`src/rtl/pool_frame_sequencer.sv`:
```
// Frame controller: streams a stored frame into the pooling block and collects its results.
// Optional drain watchdog enabled by defining POOL_SEQ_TIMEOUT_EN.
module pool_frame_sequencer #(
    parameter int IMG_W         = 1242,
    parameter int IMG_H         = 375,
    parameter int OUT_W         = 26,
    parameter int OUT_H         = 8,
    parameter int PIX_W         = 8,
    parameter int ADDR_W        = 19,
    parameter int RES_AW        = 8,
    parameter int DRAIN_TIMEOUT = 5000
) (
    input  logic              clk,
    input  logic              rst_n,
    input  logic              start,
    input  logic              pause,
    output logic              busy,
    output logic              done,
    output logic [1:0]        status,
    output logic              src_rd,
    output logic [ADDR_W-1:0] src_addr,
    input  logic [PIX_W-1:0]  src_data,
    output logic              pool_new_frame,
    output logic [PIX_W-1:0]  pool_pixel,
    output logic              pool_valid,
    input  logic [PIX_W-1:0]  pool_result,
    input  logic              pool_result_valid,
    output logic              res_we,
    output logic [RES_AW-1:0] res_addr,
    output logic [PIX_W-1:0]  res_data
);
    localparam int N    = IMG_W * IMG_H;
    localparam int M    = OUT_W * OUT_H;
    localparam int RC_W = RES_AW + 1;

    if ((64'd1 << ADDR_W) < 64'(N) || (64'd1 << RES_AW) < 64'(M) || DRAIN_TIMEOUT < 1)
    begin : g_param_check
        $error("pool_frame_sequencer: illegal parameter set");
    end

    typedef enum logic [2:0] {
        S_IDLE,
        S_NEWF,
        S_FEED,
        S_DRAIN,
        S_DONE
    } state_t;

    state_t            state;
    logic [ADDR_W-1:0] addr_cnt;
    logic [RC_W-1:0]   res_cnt;
    logic              overflow_flag;
    logic              timeout_flag;
    logic              drain_timeout_hit;
    logic              capture_active;
    logic              res_room;
    logic              drain_complete;

    assign capture_active = (state == S_NEWF) || (state == S_FEED) || (state == S_DRAIN);
    assign res_room       = res_cnt < RC_W'(M);
    assign drain_complete = (res_cnt == RC_W'(M)) && !pool_valid;

    // Read strobe and result writes are combinational so a pause or a result lands in its own cycle.
    assign src_rd     = (state == S_FEED) && !pause;
    assign src_addr   = addr_cnt;
    assign res_we     = capture_active && pool_result_valid && res_room;
    assign res_addr   = res_cnt[RES_AW-1:0];
    assign res_data   = res_we ? pool_result : '0;
    assign pool_pixel = pool_valid ? src_data : '0;
    assign status     = {overflow_flag, timeout_flag};

    // NOTE: every register here uses <= so all of them update from the same pre-edge values.
    always_ff @(posedge clk or negedge rst_n) begin
        if (!rst_n) begin
            state          <= S_IDLE;
            addr_cnt       <= '0;
            res_cnt        <= '0;
            overflow_flag  <= 1'b0;
            busy           <= 1'b0;
            done           <= 1'b0;
            pool_new_frame <= 1'b0;
            pool_valid     <= 1'b0;
        end else begin
            pool_valid <= src_rd;
            if (res_we) begin
                res_cnt <= res_cnt + 1'b1;
            end
            if (capture_active && pool_result_valid && !res_room) begin
                overflow_flag <= 1'b1;
            end
            case (state)
                S_IDLE: begin
                    if (start) begin
                        state          <= S_NEWF;
                        busy           <= 1'b1;
                        pool_new_frame <= 1'b1;
                        overflow_flag  <= 1'b0;
                        addr_cnt       <= '0;
                        res_cnt        <= '0;
                    end
                end
                S_NEWF: begin
                    pool_new_frame <= 1'b0;
                    state          <= S_FEED;
                end
                S_FEED: begin
                    // The counter parks on the last address instead of wrapping.
                    if (src_rd) begin
                        if (addr_cnt == ADDR_W'(N - 1)) begin
                            state <= S_DRAIN;
                        end else begin
                            addr_cnt <= addr_cnt + 1'b1;
                        end
                    end
                end
                S_DRAIN: begin
                    if (drain_complete || drain_timeout_hit) begin
                        state <= S_DONE;
                        busy  <= 1'b0;
                        done  <= 1'b1;
                    end
                end
                S_DONE: begin
                    done  <= 1'b0;
                    state <= S_IDLE;
                end
                default: state <= S_IDLE;
            endcase
        end
    end

`ifdef POOL_SEQ_TIMEOUT_EN
    localparam int DT_W = $clog2(DRAIN_TIMEOUT + 1);

    logic [DT_W-1:0] drain_cnt;

    // Only a short drain can abort; a full result set always exits through drain_complete.
    assign drain_timeout_hit = (state == S_DRAIN) && res_room &&
                               (drain_cnt == DT_W'(DRAIN_TIMEOUT - 1));

    always_ff @(posedge clk or negedge rst_n) begin
        if (!rst_n) begin
            drain_cnt    <= '0;
            timeout_flag <= 1'b0;
        end else begin
            if (state == S_DRAIN) begin
                drain_cnt <= drain_cnt + 1'b1;
            end else begin
                drain_cnt <= '0;
            end
            if (state == S_IDLE && start) begin
                timeout_flag <= 1'b0;
            end else if (drain_timeout_hit) begin
                timeout_flag <= 1'b1;
            end
        end
    end
`else
    assign drain_timeout_hit = 1'b0;
    assign timeout_flag      = 1'b0;
`endif

endmodule

```
`config.mk`:
```
export PLATFORM = sky130hd
export DESIGN_NAME = pool_frame_sequencer
export DESIGN_NICKNAME = d
export VERILOG_FILES = /design/src/rtl/pool_frame_sequencer.sv
export SDC_FILE = /design/constraint.sdc
export NUM_CORES = 1
export LEC_CHECK = 0
export BUFFER_PORTS_ARGS = -buffer_cell sky130_fd_sc_hd__buf_2
export CAP_MARGIN = 20
export CELL_PAD_IN_SITES_DETAIL_PLACEMENT = 0
export CELL_PAD_IN_SITES_GLOBAL_PLACEMENT = 1
export CORE_UTILIZATION = 33
export CTS_CLUSTER_SIZE = 24
export DETAILED_ROUTE_END_ITERATION = 8
export HOLD_SLACK_MARGIN = 0.06
export PLACE_DENSITY_LB_ADDON = 0.15
export SYNTH_ARGS = -nofsm -noshare
export SYNTH_HDL_FRONTEND = slang
export SYNTH_SLANG_ARGS = --single-unit
```
`constraint.sdc`:
```
create_clock -name clk -period 1.9 [get_ports clk]
set_clock_uncertainty 0.2 [all_clocks]
set_input_delay 0.38 -clock clk [delete_from_list [all_inputs] [get_ports clk]]
set_output_delay 0.38 -clock clk [all_outputs]
set_load 0.01 [all_outputs]
```
# Word level (Yosys, flattened, before mapping)
# Index checks and enable logic that the tools add are counted.
dict set report op_classes {
  add_sub_neg 2
  n_lt_le_gt_ge 1
  n_eq_ne 11
  n_mux 23
  reduce_logical 20
}
# cell n
set op_table {}
lappend op_table {{2-to-1 mux 19 bit} 3}
lappend op_table {{one-hot mux 19 bit (2 select lines)} 1}
lappend op_table {{2-to-1 mux 9 bit} 3}
lappend op_table {{adder 19 x 1 -> 19 bit, second input constant} 1}
lappend op_table {{== test 19 bit, second input constant} 1}
lappend op_table {{2-to-1 mux 8 bit} 2}
lappend op_table {{2-to-1 mux 3 bit} 4}
lappend op_table {{one-hot mux 3 bit (4 select lines)} 1}
lappend op_table {{adder 9 x 1 -> 9 bit, second input constant} 1}
lappend op_table {{== test 9 x 8 -> 1 bit, second input constant} 1}
lappend op_table {{< comparator 9 x 8 -> 1 bit, second input constant} 1}
lappend op_table {{!= test 2 bit, second input constant} 4}
lappend op_table {{AND reduction 4 bit} 2}
lappend op_table {{nonzero test 2 bit} 4}
lappend op_table {{== test 3 x 2 -> 1 bit, second input constant} 2}
lappend op_table {{2-to-1 mux 1 bit} 6}
lappend op_table {{one-hot mux 1 bit (2 select lines)} 3}
lappend op_table {{logical AND 1 bit} 5}
lappend op_table {{AND reduction 2 bit} 2}
lappend op_table {{== test 3 x 1 -> 1 bit, second input constant} 1}
lappend op_table {{== test 3 bit, second input constant} 1}
lappend op_table {{zero test 1 bit} 3}
lappend op_table {{zero test 3 bit} 1}
lappend op_table {{AND reduction 3 bit} 1}
lappend op_table {{2 further kinds} 3}
dict set report totals {
  ff_bits 36
  word_cells 65
}

# Longest topological paths before layout
# Gate-level depths: netlist of the first run.
dict set report depth {
  word_depth 8
  depth_mapped 8
  ltp_nobuf 7
}

# Worst setup path after synthesis of the first run
# OpenSTA, ideal clock, no wires.
dict set report synth_timing {
  kind {register to output}
  from {register state[1]}
  to {output res_data[0]}
  t_arrival_ns 1.656
  required_time_ns 1.320
  path_slack_ns -0.336
  path_stages_with_launch 6
  cell_sequence {dfrtp_1 buf_2 o21bai_1 nor4b_2 buf_2 and2_1}
}
dict set report synth_between {
  elab_chain_cells 6
}
# item line
set synth_lines {}
lappend synth_lines {{from (decl)} 49} ;# state_t state;
lappend synth_lines {{from (signal assigned)} 75} ;# state <= S_IDLE;
lappend synth_lines {{from (signal assigned)} 94} ;# state <= S_NEWF;
lappend synth_lines {{from (signal assigned)} 104} ;# state <= S_FEED;
lappend synth_lines {{== test 3 x 1 -> 1 bit or == test 3 x 2 -> 1 bit (tied branches)} 59} ;# assign capture_active = (state == S_NEWF) || (state == S_FEED) || (state == S_DRAIN);
lappend synth_lines {{logical OR 1 bit} 59}
lappend synth_lines {{logical OR 1 bit (*)} 59}
lappend synth_lines {{logical AND 1 bit (*) (2 in a row)} 66} ;# assign res_we = capture_active && pool_result_valid && res_room;
lappend synth_lines {{via res_we} 28} ;# output logic res_we,
lappend synth_lines {{2-to-1 mux 8 bit (*)} 68} ;# assign res_data = res_we ? pool_result : '0;
lappend synth_lines {{to (decl)} 30} ;# output logic [PIX_W-1:0] res_data
# The timed path passes the listed nets; every way through them passes the cells marked *.

# Final worst setup path of the first run
dict set report layout_timing {
  from {register state[2]}
  to {output res_data[5]}
}
dict set report layout_between {
  elab_chain_cells 6
}
# item line
set layout_lines {}
lappend layout_lines {{== test 3 x 1 -> 1 bit or == test 3 x 2 -> 1 bit (tied branches)} 59}
lappend layout_lines {{logical OR 1 bit} 59}
lappend layout_lines {{logical OR 1 bit (*)} 59}
lappend layout_lines {{logical AND 1 bit (*) (2 in a row)} 66}
lappend layout_lines {{2-to-1 mux 8 bit (*)} 68}
# Every way passes the cells marked *; elsewhere a longest branch is shown, timed or not.

==> results.toml, run 1 <==
[detailed_routing]
detailedRoute.firstIterationViolations = 136
vias_per_cell = 5.07
route.final.wire_length_um = 6410
remaining_drc_errors = 0
drtAntennaViolNets = 0
first_pass_iters = 4
overall_via_count_from_detail_route = 2153
routedWlPerCell_um = 15.1

[placed_design]
half_perimeter_wire_length_of_the_detailed_placement_result_um = 4250
placed_instances = 409
detailedPlace.worstSlack_ps = -65.2
io_buffer_count = 70
routabilityCongestion = 0.785

[clock_tree]
tritoncts.num_buffers = 5
clock_latency_ps = 290
cts.reportedPaths.clkPinSlew_ps = 80
htree_num_levels = 2
buffer_cell_driving_the_clock_tree_root = "sky130_fd_sc_hd__clkbuf_8"
clock_tree.buffer_depth = 2
clock_sink_count = 36
tritoncts = "yes"

[synthesis]
synth.distinct_cells = 43
synthesis.nets = 265
avgSynthCellArea_sq_um = 8.76
ys.flop_type = "sky130_fd_sc_hd__dfrtp_1"
ys_seq_elements = 36
synth_warnings = 0
synth_largest_area_cell = "sky130_fd_sc_hd__dfrtp_1"
yosys-top-cells-area = "sky130_fd_sc_hd__dfrtp_1 (43%), sky130_fd_sc_hd__nor2_1 (5.9%), sky130_fd_sc_hd__and2_1 (5.1%)"
post_synth_edffs = 0
mappedNetlistArea_sq_um = 2100
netlist.area_leader.share_pct = 42.8
async_reset_ff_share_pct = 100
synth_seq_area_share_pct = 42.8
mapped_cells = 240

[worst_setup_path]
crit_path_buf_inv_count = 2
path_delay_family = "simple AND/OR/NAND/NOR gates"
worst-endpoint-required_ps = 1320
worstSetupStartpointType = "register"
path_cells = "o21bai_4 -> nor4b_4 -> buf_6 -> and2_4 -> buf_6"
setup.worst_path.class = "reg2out"
setup.worst_path.end_class = "output pin"
cell_mode_on_critical_path = "sky130_fd_sc_hd__buf_6"
critical_path_arrival_ps = 1590
max_stage_delay_ps = 410
cpMaxStageDelayCell = "sky130_fd_sc_hd__dfrtp_1"
crit_path_max_fanout = 10

[pwr]
p_leak_nw = 1.62
worst_ir_drop_vdd_v = 0.000398
power.density_cell_area_nw_per_um2 = 607

[final_layout]
fraction_of_final_layout_cells_with_drive_strength_greater_than_1_pct = 52.6
fill_cells = 573
antenna_cells = 0
nets = 374
multi_input_comb_area_sq_um = 1330
finalNonFillerCells = 425
post_synthesis_to_final_layout_area_growth_pct = 58.1
layout.area.seq_sq_um = 905

[die]
floorplan.rows = 28
die_x_um = 81.8
fp.dieH_um = 81.8
initial_core_utilization_pct = 34.9
fp.coreArea_sq_um = 6030
die-area_sq_um = 6700
floorplan.io_pins = 72

[sta]
final_number_of_max_transition_violations = 0
timing_hold_violations_final = 0
post-route-period-util_pct = 114
layout_min_cycle_time_ps = 2170
post-route-worst-setup-slack_ps = -266
finalSetupViolations = 32
fmax_ghz = 0.462
setup_repair_after_global_routing_missed_its_margin = "yes"

[run]
cap_viol_max_count = 0

[global_routing]
global_route_wire_length_before_repair_um = 9620
grt_pass1_vias = 1889
grt.total_usage_pct = 19.0
globalRouteOverflowTotal = 0
grt_antenna_before_repair = 0
maximum_number_of_pins_on_one_net_before_global_route_repair = 37

[status]
failed_checks = "setup timing"
outcome = "complete, but fails checks"

[min_path]
holdCritPathClass = "in2reg"
==> power by group <==
part | leakage, nW | switching (mW) | internal (mW)
Combinational | 1.11 | 0.250 | 0.225
Clock | 0.0541 | 0.287 | 0.388
Sequential | 0.459 | 0.0542 | 0.815
Total | 1.62 | 0.591 | 1.43
==> worst min-delay path, cell delays in order <==
cell	delay, ps
sky130_fd_sc_hd__buf_2	90
sky130_fd_sc_hd__a2111o_1	140
sky130_fd_sc_hd__a21oi_2	40
==> placed cells by master, fill, tap and decap left out, drive strengths merged, types with 2 or more instances in the layout <==
cell,count
inv,9
nor3,4
a31oi,6
o41ai,3
o31ai,10
nand3,9
nand2,15
and2,17
nand4,11
xor2,5
a21oi,10
buf,121
and3,5
ha,4
nor2,33
dfrtp,36
nor4b,2
o21ai,21
clkbuf,5
nor3b,2
nor4,2
==> final timing paths <==
check                              start            end  cells past startpoint  slack, ps
setup / recovery                state[2]    res_data[5]                      5       -270
hold / removal                     pause       state[0]                      3        200
setup reg to reg            src_addr[10]       state[0]                      6       -170
hold reg to reg            overflow_flag  overflow_flag                      2        310
max in group asynchronous          rst_n   src_addr[10]                      3        680
min in group asynchronous          rst_n           done                      3        460
==> synthesized netlist by cell type, types with 2 or more instances <==
cell                        n
sky130_fd_sc_hd__a21oi_1    9
sky130_fd_sc_hd__a31oi_1    6
sky130_fd_sc_hd__and2_1    17
sky130_fd_sc_hd__and3_1     5
sky130_fd_sc_hd__buf_2      5
sky130_fd_sc_hd__buf_4     10
sky130_fd_sc_hd__clkbuf_1   3
sky130_fd_sc_hd__dfrtp_1   36
sky130_fd_sc_hd__ha_1       4
sky130_fd_sc_hd__inv_1      9
sky130_fd_sc_hd__nand2_1   15
sky130_fd_sc_hd__nand3_1    9
sky130_fd_sc_hd__nand4_1   11
sky130_fd_sc_hd__nor2_1    33
sky130_fd_sc_hd__nor3_1     4
sky130_fd_sc_hd__nor3b_1    2
sky130_fd_sc_hd__o21ai_0   21
sky130_fd_sc_hd__o31ai_1   10
sky130_fd_sc_hd__o41ai_1    3
sky130_fd_sc_hd__xor2_1     5
==> metrics by stage <==
step                      total power, mW  util (%)  setup TNS [ps]  hold WS [ps]  cell area [sq um]
after floorplan                      1.04         -           -1150          -116               2170
after global placement               1.24      46.7           -20.4           256               2820
after detailed placement             1.24      46.7            -452           257               2820
after CTS                            1.97      52.8           -3840           181               3180
after global routing                 2.12      55.2           -7460           198               3330
final                                2.02      55.2           -4830           195               3330
==> sequential cells by signal, indices dropped and copies added (netlist names) <==
register        flops
state               3
pool_valid          1
done                1
src_addr           19
pool_new_frame      1
overflow_flag       1
busy                1
res_cnt             9
==> final cells by class <==
cell class              count  share of cell area [%]
flip-flops and latches     36                    27.2
repair buffers            122                    25.7
well taps                  75                    2.82
multi-input cells         175                    39.9
clock inverters             3                    1.28
clock buffers               5                    2.07
inverters                   9                    1.02
==> routing by layer <==
layer  track usage, %  vias up  routed length (um)
li1                 -     1059                   -
met1             28.8     1031                3120
met2             27.2       61                2960
met3             3.89        2                 306
met4             4.74        0                  28
met5                0        -                   0
==> cell families after synthesis <==
logic type | Yosys count | synth area share, %
simple gates | 105 | 26.7
buf+inv | 29 | 7.67
xor+xnor | 6 | 2.50
other cells | 1 | 0.178
fa+ha+maj | 4 | 2.38
flops | 36 | 42.8
compound gates | 59 | 17.7
==> what timing repair did <==
item,4_1_cts,5_1_grt
buffers inserted,4,4
endpoints found under the hold margin,36,0
gates resized for setup,37,32
hold buffers,1,0
setup endpoints to repair,31,37
pin swaps,11,9
cloned,1,0
Power figures use the tool's default switching activity.
==> inputs of run 2 (changes only) <==
--- a/config.mk
+++ b/config.mk
@@ -5,11 +5,12 @@
 export SDC_FILE = /design/constraint.sdc
 export NUM_CORES = 1
 export LEC_CHECK = 0
+export ABC_AREA = 1
 export BUFFER_PORTS_ARGS = -buffer_cell sky130_fd_sc_hd__buf_2
 export CAP_MARGIN = 20
 export CELL_PAD_IN_SITES_DETAIL_PLACEMENT = 0
 export CELL_PAD_IN_SITES_GLOBAL_PLACEMENT = 1
-export CORE_UTILIZATION = 33
+export CORE_UTILIZATION = 32
 export CTS_CLUSTER_SIZE = 24
 export DETAILED_ROUTE_END_ITERATION = 8
 export HOLD_SLACK_MARGIN = 0.06
==> run 2 against run 1 <==
Compared with the run above: the run still ends with setup timing left; sequential power grew 20%; routed wire length rose by 9.7%; highest routed layer unchanged; register-to-register slack better by 270 ps.
==> results.toml, run 2 <==
[die]
fp.dieH_um = 89.9
die-area_sq_um = 8090
floorplan.io_pins = 72
fp.coreArea_sq_um = 7370
initial_core_utilization_pct = 33.6
die_x_um = 89.9
floorplan.rows = 31

[worst_setup_path]
critical_path_arrival_ps = 1390
critPathLaunch = "state[2]"
timing_endpoint_of_the_critical_path = "res_data[0]"
setup.worst_path.end_class = "output pin"
crit_path_max_fanout = 5
timing.reg2reg.worst_path_depth = 10
reg2reg_slack_ps = 100
worstReg2RegEnd = "src_addr[11]"
reg2reg_from = "src_addr[1]"
setup.worst_path.class = "reg2out"
worstSetupStartpointType = "register"
worst-endpoint-required_ps = 1320

[sta]
post-route-worst-setup-slack_ps = -73.5
timing_hold_violations_final = 0
post-route-period-util_pct = 104
finalSetupViolations = 10
setup_repair_after_global_routing_missed_its_margin = "yes"
fmax_ghz = 0.507
layout_min_cycle_time_ps = 1970
final_number_of_max_transition_violations = 0

[detailed_routing]
route.final.wire_length_um = 7030
dr_wl_met2_um = 2960
remaining_drc_errors = 0
routedWlPerCell_um = 12.4
wl_met3_um = 251
drtAntennaViolNets = 0
vias_per_cell = 4.47
detailedRoute.firstIterationViolations = 86
met1Wirelength_um = 3730
overall_via_count_from_detail_route = 2541
first_pass_iters = 4
routed.top_layer = "met4"

[final_layout]
final_common_cell = "sky130_fd_sc_hd__nand2_1"
largest_reg_flops = 19
fraction_of_final_layout_cells_with_drive_strength_greater_than_1_pct = 30.9
finalNonFillerCells = 569
post_synthesis_to_final_layout_area_growth_pct = 35.9
layout.cells.most_common_list = "sky130_fd_sc_hd__nand2_1 (122), sky130_fd_sc_hd__buf_2 (69), sky130_fd_sc_hd__nor2_1 (47)"
nets = 494
antenna_cells = 0

[synthesis]
netlist.area_leader.share_pct = 36.4
yosys-top-cells-area = "sky130_fd_sc_hd__dfrtp_1 (36%), sky130_fd_sc_hd__nand2_1 (19%), sky130_fd_sc_hd__nor2_1 (8.6%)"
async_reset_ff_share_pct = 100
post_synth_edffs = 0
synth.distinct_cells = 30
post-synth-top-count-cell = "sky130_fd_sc_hd__nand2_1"
post_synth_most_frequent_cells = "sky130_fd_sc_hd__nand2_1 (126), sky130_fd_sc_hd__nor2_1 (57), sky130_fd_sc_hd__inv_1 (47)"
synth_warnings = 0
ys_seq_elements = 36
ys.flop_type = "sky130_fd_sc_hd__dfrtp_1"
mappedNetlistArea_sq_um = 2470
synthesis.nets = 399
avgSynthCellArea_sq_um = 6.62
synth_seq_area_share_pct = 36.4
mapped_cells = 374
synth_largest_area_cell = "sky130_fd_sc_hd__dfrtp_1"

[clock_tree]
buffer_cell_driving_the_clock_tree_root = "sky130_fd_sc_hd__clkbuf_8"
tritoncts = "yes"
cts.reportedPaths.clkPinSlew_ps = 70
tritoncts.num_buffers = 5
clock_tree.buffer_depth = 2
clock_latency_ps = 290
clock_sink_count = 36
htree_num_levels = 2

[min_path]
holdCritPathClass = "in2reg"

[global_routing]
grt.total_usage_pct = 17.4
global_route_wire_length_before_repair_um = 11200
grt_antenna_before_repair = 0
grt_pass1_vias = 2297
maximum_number_of_pins_on_one_net_before_global_route_repair = 21
globalRouteOverflowTotal = 0

[placed_design]
routabilityCongestion = 0.771
placed_instances = 550
detailedPlace.worstSlack_ps = 79.6
half_perimeter_wire_length_of_the_detailed_placement_result_um = 5200
io_buffer_count = 70

[pwr]
p_leak_nw = 1.86
worst_ir_drop_vdd_v = 0.000427
power.density_cell_area_nw_per_um2 = 865

[status]
outcome = "complete, but fails checks"
failed_checks = "setup timing"

[run]
cap_viol_max_count = 0
==> run 2: cell count changes in the layout (fill, tap and decap cells not counted), sizes merged, moves of 4 or more <==
cell | before | now
o21ai | 21 | 7
o31ai | 10 | 0
nand2 | 15 | 132
inv | 9 | 51
buf | 121 | 102
a21oi | 10 | 4
and2 | 17 | 0
and3 | 5 | 1
a31oi | 6 | 1
nand3 | 9 | 25
nor2 | 33 | 61
==> run 2: worst min-delay path by stage <==
stage           from          to  slack (ps)  depth (start not counted)
2_1_floorplan  rst_n        busy        -120                          0
3_3_place_gp   rst_n        done         150                          1
3_5_place_dp   rst_n        done         150                          1
4_1_cts        pause  pool_valid          70                          2
5_1_grt        pause  pool_valid          70                          2
6_report       pause  pool_valid          80                          2
==> run 2: timing repair <==
item	in CTS	in global routing
setup buffers	2	6
endpoints found under the hold margin	16	0
cloned	0	2
gates resized for setup	6	21
endpoints found under the setup margin	10	28
hold buffers	1	0
pin swaps	2	4
==> run 2: cells by family (layout without fill, tap and decap cells) <==
group / after synthesis / after routing / synth area share [%]
fa+ha+maj: 4 / 4 / 2.02
flops: 36 / 36 / 36.4
simple gates: 241 / 243 / 42.3
other cells: 1 / 1 / 0.152
buf+inv: 68 / 162 / 12.5
compound gates: 14 / 14 / 3.08
xor+xnor: 10 / 10 / 3.54
==> run 2: critical path, cell delays in order, from the launching register on <==
cell	delay, ps
sky130_fd_sc_hd__dfrtp_2	450
sky130_fd_sc_hd__nor3b_4	200
sky130_fd_sc_hd__buf_6	160
sky130_fd_sc_hd__nand2_4	80
sky130_fd_sc_hd__nor2_1	80
sky130_fd_sc_hd__buf_2	130
==> run 2: per-layer routing <==
layer / GRT usage (%) / up-vias
met2: 26.0 / 52
met1: 25.4 / 1143
met3: 3.13 / 6
met5: 0 / -
li1: - / 1340
met4: 5.24 / 0
==> run 2: cell type report <==
class | count | area, sq um
timing repair buffer | 103 | 623
clock buffer | 5 | 68.8
tap | 99 | 124
multi-input combinational | 272 | 1360
inverter | 51 | 191
clock inverter | 3 | 90.1
sequential | 36 | 903
fill | 782 | 4010
==> run 2: where the power goes <==
part	switching [mW]	leakage, nW	internal (mW)
Clock	0.305	0.0784	0.657
Combinational	0.520	1.33	0.391
Sequential	0.153	0.457	0.883
==> run 2: through the flow <==
| stage | utilization, % | setup TNS, ps | power [mW] | hold WS [ps] | instance area [sq um] |
|---|---|---|---|---|---|
| final | 45.6 | -543 | 2.91 | 76.0 | 3360 |
| after detailed placement | 41.0 | 0 | 1.87 | 153 | 3020 |
| after global placement | 41.0 | 0 | 1.87 | 149 | 3020 |
| after global routing | 45.6 | -1260 | 3.11 | 65.4 | 3360 |
| after CTS | 43.8 | -1130 | 2.87 | 74.2 | 3230 |
| after floorplan | - | 0 | 1.63 | -116 | 2470 |
==> inputs of run 3 (changes only) <==
--- a/config.mk
+++ b/config.mk
@@ -14,7 +14,7 @@
 export CTS_CLUSTER_SIZE = 24
 export DETAILED_ROUTE_END_ITERATION = 8
 export HOLD_SLACK_MARGIN = 0.06
-export PLACE_DENSITY_LB_ADDON = 0.15
+export PLACE_DENSITY_LB_ADDON = 0.1
 export SYNTH_ARGS = -nofsm -noshare
 export SYNTH_HDL_FRONTEND = slang
 export SYNTH_SLANG_ARGS = --single-unit
==> constraint.sdc (replaced) <==
create_clock -name clk -period 1.9 [get_ports clk]
set_clock_uncertainty 0.2 [all_clocks]
set_input_delay 0 -clock clk [delete_from_list [all_inputs] [get_ports clk]]
set_output_delay 0 -clock clk [all_outputs]
set_load 0.01 [all_outputs]
==> run 3 against run 2 <==
Compared with the run above: the run now ends clean; global-route usage grew 0.35 points; die area is the same; register-to-register slack gained 40 ps; largest cell class unchanged; highest routed layer unchanged.
==> results.toml, run 3 (same netlist as run 2, synthesis figures left out) <==
[status]
outcome = "completed"

[worst_setup_path]
cpMaxStageDelayCell = "sky130_fd_sc_hd__dfrtp_1"
critical_path_arrival_ps = 1620
cell_mode_on_critical_path = "sky130_fd_sc_hd__buf_4"
path_cells = "buf_4 -> nor3b_4 -> nand2_4 -> buf_4 -> inv_2 -> buf_2"
max_stage_delay_ps = 390
setup.worst_path.end_class = "output pin"
setup.worst_path.class = "reg2out"
crit_path_max_fanout = 7
worst-endpoint-required_ps = 1700
worstSetupStartpointType = "register"

[die]
floorplan.rows = 31
die-area_sq_um = 8090
die_x_um = 89.9
initial_core_utilization_pct = 33.6
floorplan.io_pins = 72
fp.dieH_um = 89.9
fp.coreArea_sq_um = 7370

[clock_tree]
tritoncts.num_buffers = 5
clock_latency_ps = 290
cts.reportedPaths.clkPinSlew_ps = 70
clock_tree.buffer_depth = 2
htree_num_levels = 2
tritoncts = "yes"
buffer_cell_driving_the_clock_tree_root = "sky130_fd_sc_hd__clkbuf_8"
clock_sink_count = 36

[placed_design]
routabilityCongestion = 0.780
half_perimeter_wire_length_of_the_detailed_placement_result_um = 5160
postPlaceCellArea_sq_um = 3010
io_buffer_count = 70

[detailed_routing]
detailedRoute.firstIterationViolations = 109
vias_per_cell = 4.39
remaining_drc_errors = 0
first_pass_iters = 4
overall_via_count_from_detail_route = 2487
dr_wl_met2_um = 2960
met1Wirelength_um = 3680
wl_met3_um = 250
drtAntennaViolNets = 0
routed.top_layer = "met4"
route.final.wire_length_um = 6960
routedWlPerCell_um = 12.3

[final_layout]
final_common_cell = "sky130_fd_sc_hd__nand2_1"
postLayoutCellArea_sq_um = 3240
antenna_cells = 0
post_synthesis_to_final_layout_area_growth_pct = 31.1
layout.cells.most_common_list = "sky130_fd_sc_hd__nand2_1 (125), sky130_fd_sc_hd__buf_2 (70), sky130_fd_sc_hd__nor2_1 (55)"
largest_reg_flops = 19
fraction_of_final_layout_cells_with_drive_strength_greater_than_1_pct = 26.6
nets = 492

[sta]
slew_headroom_pct = 46.0
worst-slew-pin-transition_ps = 807
final_number_of_max_transition_violations = 0
post-route-period-util_pct = 95.9
finalSetupViolations = 0
setup_repair_after_global_routing_missed_its_margin = "yes"
worst_hold_slack_ps = 62.6
setup_tns_ps = 0
layout_min_cycle_time_ps = 1820
timing_hold_violations_final = 0
fmax_ghz = 0.549

[global_routing]
global_route_wire_length_before_repair_um = 11600
globalRouteOverflowTotal = 0
grt.total_usage_pct = 17.7
maximum_number_of_pins_on_one_net_before_global_route_repair = 20
grt_antenna_before_repair = 0
grt_pass1_vias = 2302

[pwr]
p_leak_nw = 1.81
worst_ir_drop_vdd_v = 0.000460
power_total_mw = 2.42
power.density_cell_area_nw_per_um2 = 746

[min_path]
holdCritPathClass = "in2out"

[run]
cap_viol_max_count = 0
==> run 3: cell count changes in the layout (fill, tap and decap cells not counted), sizes merged <==
cell and delta:
clkbuf +1, clkinv +1, nand2 -1, buf -5, bufinv -3, dlygate4sd3 +4
==> run 3: worst max-delay path: cells and delay by family, from the launching register on <==
kind / cells / cell delay (ps)
buffers and inverters: 4 / 550
flip-flops: 1 / 390
AND/OR/NAND/NOR: 2 / 390
==> run 3: metal layers <==
layer  vias to the layer above  global-route usage (%)
met4                         0                    4.84
met3                         6                    3.13
met1                      1097                    25.8
met2                        48                    26.9
met5                         -                       0
li1                       1336                       -
==> run 3: timing repair <==
action | in CTS | in global routing
hold buffers | 5 | 0
endpoints found under the setup margin | 8 | 29
hold endpoints to repair | 46 | 0
pin swaps | 1 | 4
resized for setup | 2 | 13
cloned | 0 | 1
setup buffers | 1 | 4
==> run 3: area by class of cell <==
class / count / area [sq um]
clock buffer: 6 / 72.6
clock inverter: 1 / 5.00
fill: 815 / 4130
inverter: 51 / 194
multi-input combinational: 271 / 1330
sequential: 36 / 903
tap: 99 / 124
timing repair buffer: 102 / 619
==> run 3: path summary, 6_finish.rpt <==
check	start	end	slack [ps]	cells after the start
setup / recovery	state[2]	res_we	80	6
hold / removal	src_data[7]	pool_pixel[7]	60	4
setup reg to reg	src_addr[0]	src_addr[8]	140	8
hold reg to reg	done	done	280	2
max in group asynchronous	rst_n	src_addr[4]	250	3
min in group asynchronous	rst_n	src_addr[13]	600	4
==> run 3: stage by stage <==
step                setup slack (ps)  util (%)  instances
detailed placement              50.1      40.8        548
global route                   -41.1      44.0        566
global placement                82.2      40.8        548
CTS                             23.0      42.8        561
finish                          77.6      44.0        566
floorplan                        158         -        374
==> run 3: where the power goes <==
part / internal [mW] / switching (mW) / total, mW
Combinational: 0.363 / 0.486 / 0.848
Clock: 0.250 / 0.281 / 0.531
Sequential: 0.884 / 0.157 / 1.04
Total: 1.50 / 0.924 / 2.42
